==> config.mk <==
export PLATFORM = sky130hd
export DESIGN_NAME = ysyx_23060187_wbu_gen
export DESIGN_NICKNAME = d
export VERILOG_FILES = /design/src/rtl/ysyx_23060187_wbu_gen.sv
export SDC_FILE = /design/constraint.sdc
export NUM_CORES = 1
export LEC_CHECK = 0
export ABC_AREA = 1
export CAP_MARGIN = 20
export CORE_MARGIN = 8
export CORE_UTILIZATION = 40
export CTS_CLUSTER_DIAMETER = 60
export DETAILED_ROUTE_END_ITERATION = 7
export PLACE_DENSITY_LB_ADDON = 0.08
export SYNTH_ARGS = -nofsm -noshare
export SYNTH_HDL_FRONTEND = slang
export SYNTH_SLANG_ARGS = --single-unit
==> constraint.sdc <==
create_clock -name clk -period 1.6 [get_ports clk]
set_clock_uncertainty 0.05 [all_clocks]
set_input_delay 0.32 -clock clk [delete_from_list [all_inputs] [get_ports clk]]
set_output_delay 0.32 -clock clk [all_outputs]
set_load 0.01 [all_outputs]
==> src/rtl/ysyx_23060187_wbu_gen.sv <==
// Write-back unit: one-entry buffer, optional store with response, commit to RF/IFU.
// Optional forwarding port enabled by defining WBU_FWD_EN.
module ysyx_23060187_wbu_gen #(
   parameter int unsigned XLEN = 32,
   parameter int unsigned NREG = 32,
   parameter int unsigned RW   = $clog2(NREG)
) (
   input  logic              clk,
   input  logic              rst,
   input  logic              exu_wbu_valid,
   output logic              wbu_exu_ready,
   input  logic              exu_rd_wen,
   input  logic [RW-1:0]     exu_rd,
   input  logic [XLEN-1:0]   exu_rd_wdata,
   input  logic              exu_mem_wen,
   input  logic [XLEN-1:0]   exu_mem_waddr,
   input  logic [XLEN-1:0]   exu_mem_wdata,
   input  logic [XLEN/8-1:0] exu_mem_wstrb,
   input  logic [XLEN-1:0]   exu_next_pc,
   output logic              rf_wen,
   output logic [RW-1:0]     rf_waddr,
   output logic [XLEN-1:0]   rf_wdata,
   output logic              mem_wvalid,
   input  logic              mem_wready,
   output logic [XLEN-1:0]   mem_waddr,
   output logic [XLEN-1:0]   mem_wdata,
   output logic [XLEN/8-1:0] mem_wstrb,
   input  logic              mem_bvalid,
   input  logic [1:0]        mem_bresp,
   output logic              mem_bready,
   output logic              wbu_ifu_valid,
   input  logic              ifu_wbu_ready,
   output logic [XLEN-1:0]   wbu_ifu_pc,
`ifdef WBU_FWD_EN
   output logic              fwd_valid,
   output logic [RW-1:0]     fwd_rd,
   output logic [XLEN-1:0]   fwd_data,
`endif
   output logic              wbu_err
);

   typedef enum logic [1:0] {
      IDLE,
      MEM_REQ,
      MEM_RESP,
      COMMIT
   } state_e;

   state_e              state_q, state_d;
   logic                rd_wen_q, rd_wen_d;
   logic [RW-1:0]       rd_q, rd_d;
   logic [XLEN-1:0]     rd_wdata_q, rd_wdata_d;
   logic [XLEN-1:0]     waddr_q, waddr_d;
   logic [XLEN-1:0]     wdata_q, wdata_d;
   logic [XLEN/8-1:0]   wstrb_q, wstrb_d;
   logic [XLEN-1:0]     pc_q, pc_d;
   logic                err_q, err_d;
   logic                rd_live;

   // x0 is hardwired to zero, so a write to it is never a real write
   assign rd_live = rd_wen_q && (rd_q != '0);

   always_ff @(posedge clk or negedge rst) begin
      if (!rst) begin
         state_q    <= IDLE;
         rd_wen_q   <= 1'b0;
         rd_q       <= '0;
         rd_wdata_q <= '0;
         waddr_q    <= '0;
         wdata_q    <= '0;
         wstrb_q    <= '0;
         pc_q       <= '0;
         err_q      <= 1'b0;
      end else begin
         state_q    <= state_d;
         rd_wen_q   <= rd_wen_d;
         rd_q       <= rd_d;
         rd_wdata_q <= rd_wdata_d;
         waddr_q    <= waddr_d;
         wdata_q    <= wdata_d;
         wstrb_q    <= wstrb_d;
         pc_q       <= pc_d;
         err_q      <= err_d;
      end
   end

   always_comb begin
      state_d       = state_q;
      rd_wen_d      = rd_wen_q;
      rd_d          = rd_q;
      rd_wdata_d    = rd_wdata_q;
      waddr_d       = waddr_q;
      wdata_d       = wdata_q;
      wstrb_d       = wstrb_q;
      pc_d          = pc_q;
      err_d         = err_q;
      wbu_exu_ready = 1'b0;
      mem_wvalid    = 1'b0;
      mem_bready    = 1'b0;
      wbu_ifu_valid = 1'b0;
      rf_wen        = 1'b0;
      unique case (state_q)
         IDLE: begin
            // ready is held low while reset is asserted
            wbu_exu_ready = rst;
            if (exu_wbu_valid) begin
               rd_wen_d   = exu_rd_wen;
               rd_d       = exu_rd;
               rd_wdata_d = exu_rd_wdata;
               waddr_d    = exu_mem_waddr;
               wdata_d    = exu_mem_wdata;
               wstrb_d    = exu_mem_wstrb;
               pc_d       = exu_next_pc;
               state_d    = exu_mem_wen ? MEM_REQ : COMMIT;
            end
         end
         MEM_REQ: begin
            mem_wvalid = 1'b1;
            if (mem_wready) begin
               state_d = MEM_RESP;
            end
         end
         MEM_RESP: begin
            mem_bready = 1'b1;
            if (mem_bvalid) begin
               if (mem_bresp != 2'b00) begin
                  err_d = 1'b1;
               end
               state_d = COMMIT;
            end
         end
         COMMIT: begin
            wbu_ifu_valid = 1'b1;
            if (ifu_wbu_ready) begin
               rf_wen  = rd_live;
               state_d = IDLE;
            end
         end
         default: state_d = IDLE;
      endcase
   end

   assign rf_waddr   = rd_q;
   assign rf_wdata   = rd_wdata_q;
   assign mem_waddr  = waddr_q;
   assign mem_wdata  = wdata_q;
   assign mem_wstrb  = wstrb_q;
   assign wbu_ifu_pc = pc_q;
   assign wbu_err    = err_q;

`ifdef WBU_FWD_EN
   assign fwd_valid = (state_q != IDLE) && rd_live;
   assign fwd_rd    = rd_q;
   assign fwd_data  = rd_wdata_q;
`endif

endmodule

==> impl_metrics.yaml <==
logic_synthesis:
  ys_ff_latch: 141
  synth_warnings: 0
  seq_area_frac_synth_pct: 61.7
  synth_cells: 641
  avgSynthCellArea_um2: 8.92
  synth_nets: 793
  netlist_area_um2: 5720
  ys_types: 13
die:
  dieArea_um2: 18400
  rows: 43
  ios: 290
  die_width_um: 136
  die_y_um: 136
  coreArea_um2: 13900
  start_util_pct: 41.0
global_route:
  grt_pass1_vias: 5558
  grt_use_total_pct: 20.9
  grt_antenna_before_repair: 1
  grt_start_max_net_pins: 142
  grt-ovfl-total: 0
  grt_pass1_wl_mm: 29.8
critical_path:
  r2r-start: "state_q[1]$_DFFE_PN0P_"
  cp-end-kind: "output port"
  crit_slowest_cell: "dfrtp_1"
  reg2reg_to: "state_q[0]$_DFFE_PN0P_"
  critPathCapture: "rf_wen"
  reg2regPathDepth: 7
  cp_cell_sequence: "ha_2 -> nand2_1 -> nor2_1 -> o21ai_1 -> inv_1 -> buf_2"
  worstSetupPathType: "flop to output port"
  ff2ff_setup_slack_ps: 80
  startpoint: "state_q[1]$_DFFE_PN0P_"
  cp_slowest_stage_delay_ps: 400
  critPathArrivalTime_ps: 1380
  cp.required_ps: 1230
  crit_fanout: 3
  cp-start-kind: "flop"
finish:
  areaGrowthSynthToFinish_pct: 65.8
  fin_area_um2: 9480
  fill_cells: 1191
  final_common_cell: "nand2_1"
  drive_gt1_share_pct: 7.72
  final_cell_mix: "289 x nand2_1, 144 x clkdlybuf4s50_1, 141 x dfrtp_1"
  nets: 1086
  fin_util_pct: 68.0
drt:
  m1WireLength_mm: 7.69
  post_drt_wl_per_cell_um: 17.8
  ant_nets: 0
  wl_met2_mm: 9.82
  routed_wl_mm: 20.0
  drc: 0
  vias_per_cell: 4.89
  drt_first_pass_iters: 5
  top_layer: "met4"
  drt_iter0_drc: 324
  vias: 5511
  wl_met3_mm: 1.82
cts:
  numCtsBuffers: 17
  clock-sinks: 141
  cts_buffer_depth: 2
  clkTransAtPathRegs_ps: 60
  worstSkewPairLatency_ps: 410
  cts_max_level: 4
  root_buffer: "clkbuf_16"
  tritoncts: "yes"
flow_run:
  max-cap-violations: 0
timing:
  whs_ps: 280
  fin_setup_tns_ps: -664
  setup_violations: 5
  slew_viol_final: 0
  fin_crit_ps: 1750
  max_slew_margin_pct: 47.8
  fin_crit_sh_pct: 109
  finalWorstSetupSlack_ps: -149
  clock.fmax_mhz: 572
  tightest_slew_ps: 783
  rsz0062_at_grt: "true"
  hold_viol: 0
run_status:
  status: "finished with violations"
  failed_checks: "setup timing"
min_path:
  hp-class: "input port to flop"
  worstHoldStart: "exu_wbu_valid"
placed_design:
  place_congestion: 0.785
  place_area_um2: 8820
  portBuffers: 289
  preCtsSetupSlack_ps: -362
  place.detailed.hpwl_mm: 13.9
power_and_ir_drop:
  p_leak_nw: 5.03
  power_density_nw_per_um2: 1890
  irDropWorstVdd_mv: 0.925
## worst max-delay path: cells and delay by family, from the launching register on
family                   cells  cell delay, ps
AND/OR/NAND/NOR              2             100
flip-flops                   1             400
AO/OA/AOI/OAI                1              70
adder cells (fa/ha/maj)      1             210
buffers and inverters        2             180
## synthesized netlist by cell type
library cell	n	share of area [%]
a21oi_1	1	0.087
buf_2	31	2.7
buf_4	12	1.6
clkbuf_1	3	0.20
dfrtp_1	141	62
ha_1	5	1.1
inv_1	8	0.53
nand2_1	291	19
nand3_1	138	12
nor2_1	6	0.39
o21ai_0	3	0.26
o21bai_1	1	0.13
or2_2	1	0.11
## worst min path at each step
stage	to	slack (ps)	cells past startpoint
2_1_floorplan	mem_waddr[0]$_DFFE_PN0P_	-30	0
3_3_place_gp	mem_waddr[26]$_DFFE_PN0P_	400	2
3_5_place_dp	wbu_ifu_pc[10]$_DFFE_PN0P_	410	2
4_1_cts	state_q[1]$_DFFE_PN0P_	30	2
5_1_grt	rf_wdata[18]$_DFFE_PN0P_	300	3
6_report	rf_wdata[12]$_DFFE_PN0P_	280	3
## what timing repair did
item                       4_1_cts  5_1_grt
cloned                           0        5
setup buffers                    1        3
hold buffers                     0        1
gates resized for setup        179       11
pin swaps                        2        0
hold endpoints to repair         0        4
setup endpoints to repair      198      140
## sequential cells by signal, summed over array words and instances (netlist names)
name,cells
mem_waddr,32
mem_wdata,32
rf_wdata,32
wbu_ifu_pc,32
rf_waddr,5
mem_wstrb,4
state_q,2
rd_wen_q,1
wbu_err,1
## layout make-up
cell class | instances | area [um2] | area share (%)
Antenna cell | 1 | 2.50 | 0.0264
Clock buffer | 23 | 478 | 5.04
Clock inverter | 7 | 113 | 1.19
Inverter | 8 | 35.0 | 0.370
Multi-Input combinational cell | 447 | 1970 | 20.8
Sequential cell | 141 | 3530 | 37.2
Tap cell | 180 | 225 | 2.38
Timing Repair Buffer | 319 | 3130 | 33.0
## stage by stage
stage	power (mW)	cells
final	17.9	1126
after global routing	19.2	1126
after CTS	17.7	1116
after detailed placement	14.7	1085
after global placement	14.4	1085
after floorplan	9.68	641
## layer usage
metal	vias to the layer above	GRT usage, %
met3	43	7.83
met1	2599	23.1
li1	2635	-
met4	0	10.8
met2	234	34.4
met5	-	0
## logic make-up after synthesis
kind of cell	after synthesis	share of synthesized area, %
and+or+nand+nor	436	31.7
DFF	141	61.7
buffers and inverters	54	5.01
AOI/OAI and AO/OA	5	0.481
adders and majority gates	5	1.09
## power by group
part	internal [mW]	leakage, nW	switching, mW	total [mW]
Combinational	3.56	2.99	4.33	7.89
Sequential	5.24	1.75	0.848	6.08
Clock	2.55	0.289	1.42	3.96
Power figures use the tool's default switching activity.
